===== config.mk =====
export PLATFORM = sky130hd
export DESIGN_NAME = instruction_fetch_unit
export DESIGN_NICKNAME = d
export VERILOG_FILES = /design/src/rtl/instruction_fetch_unit.sv
export SDC_FILE = /design/constraint.sdc
export NUM_CORES = 1
export LEC_CHECK = 0
export ABC_AREA = 1
export BUFFER_PORTS_ARGS = -buffer_cell sky130_fd_sc_hd__clkbuf_2
export CORE_ASPECT_RATIO = 1.25
export CORE_UTILIZATION = 50
export DETAILED_ROUTE_END_ITERATION = 16
export PLACE_DENSITY_LB_ADDON = 0.05
export SYNTH_ARGS = -nofsm -noshare
export SYNTH_HDL_FRONTEND = slang
export SYNTH_SLANG_ARGS = --single-unit
export TNS_END_PERCENT = 20

===== constraint.sdc =====
create_clock -name clock -period 3.8 [get_ports clock]
set_clock_uncertainty 0.2 [all_clocks]
set_input_delay 0.76 -clock clock [delete_from_list [all_inputs] [get_ports clock]]
set_output_delay 0.76 -clock clock [all_outputs]
set_load 0.01 [all_outputs]

===== src/rtl/instruction_fetch_unit.sv =====
// instruction_fetch_unit: sequential word fetch into an in-order PC-tagged buffer with redirect flush
module instruction_fetch_unit #(
  parameter int DEPTH = 4,
  parameter logic [31:0] RESET_ADDR = 32'h00003000
) (
  input  logic        clock,
  input  logic        reset,
  input  logic        redirect_valid,
  input  logic [31:2] redirect_addr,
  output logic        imem_req_valid,
  input  logic        imem_req_ready,
  output logic [31:2] imem_req_addr,
  input  logic        imem_resp_valid,
  input  logic [31:0] imem_resp_data,
  output logic        inst_valid,
  input  logic        inst_ready,
  output logic [31:0] inst_data,
  output logic [31:2] inst_pc
);
  localparam int AW = $clog2(DEPTH);
  logic [31:2] fetch_q, fetch_d;
  logic [AW-1:0] head_q, head_d, fill_q, fill_d, tail_q, tail_d;
  logic [AW:0] used_q, used_d, filled_q, filled_d, drop_q, drop_d, unfilled;
  logic [31:2] pc_q [DEPTH];
  logic [31:0] data_q [DEPTH];
  logic req_fire, resp_fill, resp_drop, pop;
  assign unfilled = used_q - filled_q;
  assign imem_req_valid = !reset && !redirect_valid && ({1'b0, used_q} + {1'b0, drop_q} < (AW+2)'(DEPTH));
  assign imem_req_addr = fetch_q;
  assign req_fire = imem_req_valid && imem_req_ready;
  assign resp_drop = imem_resp_valid && drop_q != '0;
  assign resp_fill = imem_resp_valid && drop_q == '0 && unfilled != '0;
  assign inst_valid = !reset && filled_q != '0;
  assign pop = inst_valid && inst_ready;
  assign inst_data = inst_valid ? data_q[head_q] : '0;
  assign inst_pc = inst_valid ? pc_q[head_q] : '0;
  always_comb begin
    fetch_d = req_fire ? fetch_q + 30'd1 : fetch_q;
    head_d = pop ? head_q + AW'(1) : head_q;
    fill_d = resp_fill ? fill_q + AW'(1) : fill_q;
    tail_d = req_fire ? tail_q + AW'(1) : tail_q;
    used_d = used_q + (AW+1)'(req_fire) - (AW+1)'(pop);
    filled_d = filled_q + (AW+1)'(resp_fill) - (AW+1)'(pop);
    drop_d = resp_drop ? drop_q - (AW+1)'(1) : drop_q;
    if (redirect_valid) begin
      fetch_d = redirect_addr;
      head_d = '0;
      fill_d = '0;
      tail_d = '0;
      used_d = '0;
      filled_d = '0;
      drop_d = drop_q + unfilled - (AW+1)'(resp_drop || resp_fill);
    end
  end
  always_ff @(posedge clock) begin
    if (reset) begin
      fetch_q <= RESET_ADDR[31:2];
      head_q <= '0;
      fill_q <= '0;
      tail_q <= '0;
      used_q <= '0;
      filled_q <= '0;
      drop_q <= '0;
    end else begin
      fetch_q <= fetch_d;
      head_q <= head_d;
      fill_q <= fill_d;
      tail_q <= tail_d;
      used_q <= used_d;
      filled_q <= filled_d;
      drop_q <= drop_d;
    end
  end
  always_ff @(posedge clock) begin
    if (req_fire) pc_q[tail_q] <= fetch_q;
    if (resp_fill) data_q[fill_q] <= imem_resp_data;
  end
endmodule


==> flow_summary.json, run 1 <==
{
  "post_cts.repair.setup_buffers": 0,
  "critical_path_peak_fanout": 3,
  "synth_nets": 1394,
  "synth_top_cell_by_area": "edfxtp_1",
  "clock-sinks": 295,
  "clkTransAtPathRegs_ns": 0.06,
  "async_reset_ff_share_pct": 0,
  "synth.avg_cell_area_sq_um": 9.99,
  "yosysWarningCount": 0,
  "drive_above_1_share_pct": 16.7,
  "endpoint_kind": "flip-flop",
  "dp.cells": 1756,
  "h-tree-depth": 1,
  "post-route-period-util_pct": 87.4,
  "p_total_w": 0.00669,
  "synth_seq_cells": 295,
  "ant_nets": 0,
  "cellPowerDensity_mw_per_mm2": 444,
  "post_dp_cell_area_sq_mm": 0.0142,
  "dr_wl_met2_mm": 15.5,
  "yosysTopAreaCellShare_pct": 57.3,
  "critical_path_arrival_ns": 3.55,
  "nFillCells": 2201,
  "area_growth_pct": 16.0,
  "insertion_delay_ns": 0.54,
  "crit_required_ns": 4.03,
  "synth_edf_count": 248,
  "setup_viol": 0,
  "drtIter0Drc": 527,
  "netlist_instances": 1301,
  "outcome": "completed",
  "worst-setup-path-type": "reg -> reg",
  "dieHeight_um": 182,
  "grt_pass1_wl_mm": 47.2,
  "routed_wl_mm": 30.0,
  "top_layer": "met4",
  "synth.cell_area_sq_mm": 0.0130,
  "vdd_drop_max_mv": 0.278,
  "routedWlPerCell_um": 16.6,
  "overflow": 0,
  "route.detailed.drc": 0,
  "portBuffers": 161,
  "synthTopCellsByArea": "edfxtp_1 (57%), nor2_1 (9.1%), dfxtp_1 (7.2%), nand2_1 (5.8%), o21ai_0 (5.3%)",
  "antenna_found_initial": 0,
  "clockBufferDepth": 3,
  "final_cell_count_no_fill": 1810,
  "hold_viol_final": 0,
  "viasPerCell": 5.22,
  "gp_congestion": 0.865,
  "ys_types": 31,
  "rows": 65,
  "report.final.slew_viol_count": 0,
  "cp-start-kind": "flip-flop",
  "p_leak_nw": 5.80,
  "rsz0062_at_grt": "no",
  "firstDrtPassIters": 5,
  "grt_usage_pct": 22.7,
  "grt_pass1_vias": 9021,
  "ctsHoldBuffers": 0,
  "die_area_sq_mm": 0.0266,
  "wl_met1_mm": 12.5,
  "yosysSeqAreaShare_pct": 64.6,
  "max-slew-margin-rel_pct": 44.4,
  "antennaDiodeCount": 0,
  "cts-resized-gates": 0,
  "tightest_slew_ns": 0.835,
  "clockRootBuffer": "clkbuf_16",
  "ios": 162,
  "fin_area_sq_mm": 0.0151,
  "dr_wl_met3_mm": 1.45,
  "cts_buffers": 29,
  "synth-main-ff-cell": "edfxtp_1",
  "timing.fmax_ghz": 0.301,
  "grt_max_degree": 125,
  "synthMostInstantiatedCell": "nor2_1",
  "coreArea_sq_mm": 0.0254,
  "finalCriticalPeriod_ns": 3.32,
  "dp_hpwl_mm": 18.2,
  "vias": 9446,
  "fin_setup_tns_ns": 0,
  "cap_violations": 0,
  "nets": 1545,
  "initial_utilization_pct": 51.2,
  "synthTopCellsByCount": "nor2_1 (316), edfxtp_1 (248), nand2_1 (200), o21ai_0 (137), a21oi_1 (92)",
  "tritoncts": "built",
  "die_w_um": 146,
  "min_path_type": "in -> reg"
}
-- cell usage in the layout, fill, tap and decap left out, drive strengths merged, types with 7 or more instances in the layout --
cell and n:
a21oi 96, buf 20, clkbuf 198, clkinv 13
dfxtp 47, edfxtp 248, ha 21, inv 89
nand2 203, nand3 50, nor2 320, o21ai 137
xnor2 7, xor2 7
-- power by group --
part	switching (W)	leakage [nW]	internal, W
Combinational	0.000221	2.73	0.000138
Sequential	0.0000802	2.65	0.00356
Clock	0.00116	0.428	0.00154
-- routing by layer --
metal	vias up	track usage, %
met5	-	0
met4	0	7.12
met3	50	2.85
met2	246	41.5
met1	4470	27.8
li1	4680	-
-- layout make-up --
type	count	area [sq um]	area share (%)
Sequential cell	295	8390	55.7
Multi-Input combinational cell	857	4030	26.8
Timing Repair Buffer	181	1010	6.68
Clock buffer	37	756	5.01
Tap cell	335	419	2.78
Inverter	88	330	2.19
Clock inverter	17	133	0.880
-- cell families after synthesis --
logic type                 count (synthesis)  synth area share, %
buffers and inverters                    149                 4.72
xor gates and xnor gates                  14                0.944
adders and majority gates                 25                 2.64
DFF                                      295                 64.6
and+or+nand+nor                          580                 17.7
AOI/OAI and AO/OA                        238                 9.39
-- through the flow --
step | setup WS, ns | hold WS (ns) | utilization, %
2_1_floorplan | 0.286 | 0.236 | -
3_3_place_gp | 0.594 | 0.242 | 55.9
3_5_place_dp | 0.467 | 0.248 | 55.9
4_1_cts | 0.464 | 0.212 | 59.4
5_1_grt | 0.128 | 0.221 | 59.4
6_report | 0.480 | 0.236 | 59.4
-- registers in the layout, summed over array words and instances (netlist names), named ones only --
signal         cells
data_q           128
fill_q             2
tail_q             2
used_q             3
drop_q             3
imem_req_addr     30
head_q             2
pc_q             120
filled_q           3
-- final timing paths --
check | endpoint | slack (ns) | startpoint | cells past startpoint
max | drop_q[2] | 0.48 | used_q[0] | 23
min | data_q[2][18] | 0.24 | imem_resp_data[18] | 1
max reg2reg | drop_q[2] | 0.48 | used_q[0] | 23
min reg2reg | flip-flop | 0.26 | head_q[1] | 2
-- critical path: stages (launching register included) --
cell	delay, ns
dfxtp_1	0.36
inv_1	0.06
ha_1	0.20
fa_1	0.41
inv_1	0.09
nand2_1	0.06
nand2_1	0.07
nand2_1	0.05
nand2_1	0.08
nand3_1	0.07
nand2_1	0.08
nand2_1	0.06
ha_1	0.27
inv_1	0.04
ha_1	0.18
fa_1	0.39
inv_1	0.07
nand2_1	0.07
nand3b_1	0.10
nand2_1	0.06
nand2_1	0.05
nand3_1	0.07
nand2_1	0.07
a21oi_1	0.05
Note: power is estimated with default switching activity, not from simulation.
==> run 2, diff against run 1 <==
- CORE_ASPECT_RATIO: 1.25 -> 2
==> run 2 against run 1 <==
Net effect:
- combinational power increased by 1%
- cell area increased by 0.21%
- largest power group unchanged
- clock-buffer cell count unchanged
- via count increased by 0.88%
- sequential share of layout area decreased by 0.12 points
- utilization decreased by 0.28 points
- setup slack got worse by 0.020 ns
==> flow_summary.json, run 2 (synthesized netlist as in run 1, its figures left out) <==
{
  "outcome": "completed",
  "p_leak_nw": 5.85,
  "cap_violations": 0,
  "path_cells": "inv_1 > ha_1 > fa_1 > inv_1 > nand2_1 > nand2_1 > nand2_1 > nand2_1 > nand3_1 > nand2_1 > nand2_1 > ha_1 > inv_1 > ha_1 > fa_1 > inv_1 > nand2_1 > nand3b_1 > nand2_1 > nand2_1 > nand3_1 > nand2_1 > a21oi_1",
  "crit_start": "used_q[0]",
  "grt_usage_pct": 23.8,
  "path_buf_inv": 4,
  "vias": 9529,
  "nets": 1552,
  "cp_slowest_cell": "fa_1",
  "finalCriticalPeriod_ns": 3.34,
  "timing.fmax_ghz": 0.299,
  "dp.cells": 1772,
  "min_path_type": "in -> reg",
  "tightest_slew_ns": 0.874,
  "portBuffers": 161,
  "final_cell_count_no_fill": 1817,
  "largest_reg_flops": 128,
  "fin_hold_ws_ns": 0.252,
  "initial_utilization_pct": 50.9,
  "rsz0062_at_grt": "no",
  "cp_top_family": "adder cells",
  "critical_path_arrival_ns": 3.54,
  "post-route-period-util_pct": 87.9,
  "viasPerCell": 5.24,
  "drive_above_1_share_pct": 17.7,
  "grt_pass1_wl_mm": 47.8,
  "endpoint_kind": "flip-flop",
  "critical_path_peak_fanout": 3,
  "reg2reg_from": "used_q[0]",
  "ant_nets": 0,
  "routed_wl_mm": 31.3,
  "max-slew-margin-rel_pct": 41.7,
  "cts-resized-gates": 0,
  "h-tree-depth": 1,
  "post_cts.repair.setup_buffers": 0,
  "cp-start-kind": "flip-flop",
  "route.detailed.drc": 0,
  "ctsHoldBuffers": 0,
  "routedWlPerCell_um": 17.2,
  "gp_congestion": 0.928,
  "area_growth_pct": 16.2,
  "dp_hpwl_mm": 20.2,
  "overflow": 0,
  "worst-setup-path-type": "reg -> reg",
  "dieHeight_um": 230,
  "coreArea_sq_mm": 0.0255,
  "post-route-util_pct": 59.1,
  "clockBufferDepth": 3,
  "die_w_um": 116,
  "fin_setup_tns_ns": 0,
  "max_stage_delay_ns": 0.40,
  "final_common_cell": "nor2_1",
  "worstHoldStart": "imem_resp_data[19]",
  "die_area_sq_mm": 0.0267,
  "rows": 83,
  "hold_viol_final": 0,
  "report.final.slew_viol_count": 0,
  "vdd_drop_max_mv": 0.296,
  "clkTransAtPathRegs_ns": 0.07,
  "firstDrtPassIters": 4,
  "antennaDiodeCount": 0,
  "grt_max_degree": 86,
  "ios": 162,
  "cellPowerDensity_mw_per_mm2": 435,
  "cpMostUsedCell": "nand2_1",
  "drtIter0Drc": 603,
  "antenna_found_initial": 0,
  "tritoncts": "built",
  "insertion_delay_ns": 0.53,
  "setup_viol": 0,
  "grt_pass1_vias": 9321,
  "final_cell_mix": "nor2_1 (308), edfxtp_1 (248), nand2_1 (199)",
  "cts_buffers": 25,
  "clock-sinks": 295,
  "crit_required_ns": 4.00,
  "clockRootBuffer": "clkbuf_16",
  "top_register": "data_q"
}
==> run 2: cell count changes in the layout (fill, tap and decap cells not counted), sizes merged <==
cell / delta
buf: +11
bufinv: -2
clkinv: -4
clkinvlp: -1
inv: -2
==> run 2: stage by stage <==
stage,power [W],setup slack [ns],area [sq um]
final,0.00656,0.460,15100
after global routing,0.00678,0.0671,15100
after CTS,0.00662,0.458,15100
after detailed placement,0.00407,0.471,14300
after global placement,0.00406,0.562,14300
after floorplan,0.00391,0.286,13000
==> run 2: worst paths after layout <==
check | end | slack (ns) | depth (start not counted)
setup / recovery | drop_q[2] | 0.46 | 23
hold / removal | data_q[3][19] | 0.25 | 1
setup reg to reg | drop_q[2] | 0.46 | 23
hold reg to reg | flip-flop | 0.27 | 2
==> run 2: area by class of cell <==
cell class | count | area [sq um]
repair buffers | 192 | 1080
clock inverters | 8 | 47.5
flip-flops and latches | 295 | 8390
inverters | 88 | 330
fillers | 2257 | 10400
well taps | 340 | 425
clock buffers | 37 | 796
multi-input cells | 857 | 4030
==> run 2: power by group <==
part / total, W / switching (W) / leakage, nW / internal, W
logic: 0.000363 / 0.000224 / 2.78 / 0.000139
registers: 0.00364 / 0.0000764 / 2.65 / 0.00356
clock network: 0.00256 / 0.00111 / 0.423 / 0.00146
==> run 2: layer usage <==
metal / share of wire, % / GRT usage (%)
met1: 38 / 26.4
met2: 53 / 43.8
met3: 4.5 / 3.11
met4: 4.1 / 11.4
met5: 0 / 0
==> run 3, diff against run 2 <==
- CORE_UTILIZATION: 50 -> 45
==> run 3 against run 2 <==
Net effect:
- sequential share of layout area is 0.13 points higher
- utilization decreased by 5.9 points
- setup slack worse by 0.069 ns
- worst hold slack lost 0.012 ns
- critical endpoint is now inst_pc[9]
- largest cell class unchanged
==> flow_summary.json, run 3 (synthesized netlist as in run 1, its figures left out) <==
{
  "outcome": "completed",
  "coreArea_sq_mm": 0.0283,
  "grt_pass1_vias": 9467,
  "antenna_found_initial": 0,
  "clock-sinks": 295,
  "overflow": 0,
  "met1_usage_pct": 23.9,
  "h-tree-depth": 1,
  "post-route-period-util_pct": 89.7,
  "endpoint_kind": "primary output",
  "viasPerCell": 5.18,
  "crit_required_ns": 2.84,
  "die_w_um": 122,
  "clockBufferDepth": 3,
  "min_path_type": "in -> reg",
  "busiest_layer": "met2",
  "hold_viol_final": 0,
  "fin_setup_tns_ns": 0,
  "antennaDiodeCount": 0,
  "firstDrtPassIters": 5,
  "insertion_delay_ns": 0.54,
  "fin_hold_ws_ns": 0.239,
  "clockRootBuffer": "clkbuf_16",
  "grt_pass1_wl_mm": 49.9,
  "max-slew-margin-rel_pct": 44.1,
  "clkTransAtPathRegs_ns": 0.07,
  "final_common_cell": "nor2_1",
  "setup_viol": 0,
  "dieHeight_um": 242,
  "ios": 162,
  "grt_usage_pct": 22.2,
  "grt_use_met3_pct": 2.66,
  "routed_wl_mm": 32.3,
  "vdd_drop_max_mv": 0.410,
  "critical_path_peak_fanout": 37,
  "worst-setup-path-type": "reg -> out",
  "dp.cells": 1785,
  "dp_hpwl_mm": 20.9,
  "tritoncts": "built",
  "tightest_slew_ns": 0.838,
  "rows": 87,
  "rsz0062_at_grt": "no",
  "initial_utilization_pct": 45.9,
  "routedWlPerCell_um": 17.6,
  "final_cell_count_no_fill": 1832,
  "use_met2_pct": 42.3,
  "largest_reg_flops": 128,
  "timing.fmax_ghz": 0.293,
  "route.detailed.drc": 0,
  "vias": 9485,
  "critical_path_arrival_ns": 2.45,
  "post_cts.repair.setup_buffers": 0,
  "cap_violations": 0,
  "finalCriticalPeriod_ns": 3.41,
  "nFillCells": 2607,
  "die_area_sq_mm": 0.0296,
  "ctsHoldBuffers": 0,
  "final_cell_mix": "nor2_1 (308), edfxtp_1 (248), nand2_1 (199)",
  "p_leak_nw": 5.80,
  "cp-start-kind": "flip-flop",
  "nets": 1550,
  "drive_above_1_share_pct": 17.2,
  "drtIter0Drc": 535,
  "grt_max_degree": 64,
  "portBuffers": 161,
  "report.final.slew_viol_count": 0,
  "final_critical_path_setup_slack_ns": 0.391,
  "top_register": "data_q",
  "detailedPlace.worstSlack_ns": 0.461,
  "cts-resized-gates": 0,
  "cellPowerDensity_mw_per_mm2": 432,
  "ant_nets": 0,
  "cts_buffers": 26,
  "gp_congestion": 0.868,
  "area_growth_pct": 16.0
}
[run 3: final timing paths]
kind | from | to | slack [ns] | cells after the start
worst max-delay path | flip-flop | inst_pc[9] | 0.39 | 5
worst min-delay path | imem_resp_data[28] | data_q[1][28] | 0.24 | 1
worst max register to register | used_q[0] | drop_q[2] | 0.43 | 24
worst min register to register | head_q[1] | flip-flop | 0.26 | 2
[run 3: cell type report]
class / count / area, sq um / share of cell area, %
clock inverter: 12 / 91.3 / 0.606
clock buffer: 35 / 706 / 4.68
tap: 356 / 445 / 2.96
multi-input combinational: 857 / 4030 / 26.8
timing repair buffer: 189 / 1070 / 7.08
inverter: 88 / 330 / 2.19
sequential: 295 / 8390 / 55.7
[run 3: layer usage]
layer  routed length (um)  vias to the layer above
met2                17800                      224
met4                 1230                        0
met3                 1300                       75
met1                12000                     4510
met5                    0                        -
li1                     -                     4676
[run 3: report_power, final]
part	switching, W	internal, W
combinational	0.000231	0.000140
clock	0.00113	0.00137
sequential	0.0000722	0.00356
total	0.00144	0.00507
[run 3: worst max-delay path, cell delays in order, from the launching register on]
cell      delay [ns]
dfxtp_4         0.44
inv_2           0.51
buf_4           0.38
o21ai_0         0.13
a21oi_1         0.25
clkbuf_2        0.18
[run 3: through the flow]
step | area, sq um | util [%] | total power, W
after global placement | 14300 | 50.4 | 0.00408
after floorplan | 13000 | - | 0.00391
after global routing | 15100 | 53.2 | 0.00673
after detailed placement | 14300 | 50.4 | 0.00408
after CTS | 15100 | 53.2 | 0.00658
final | 15100 | 53.2 | 0.00651
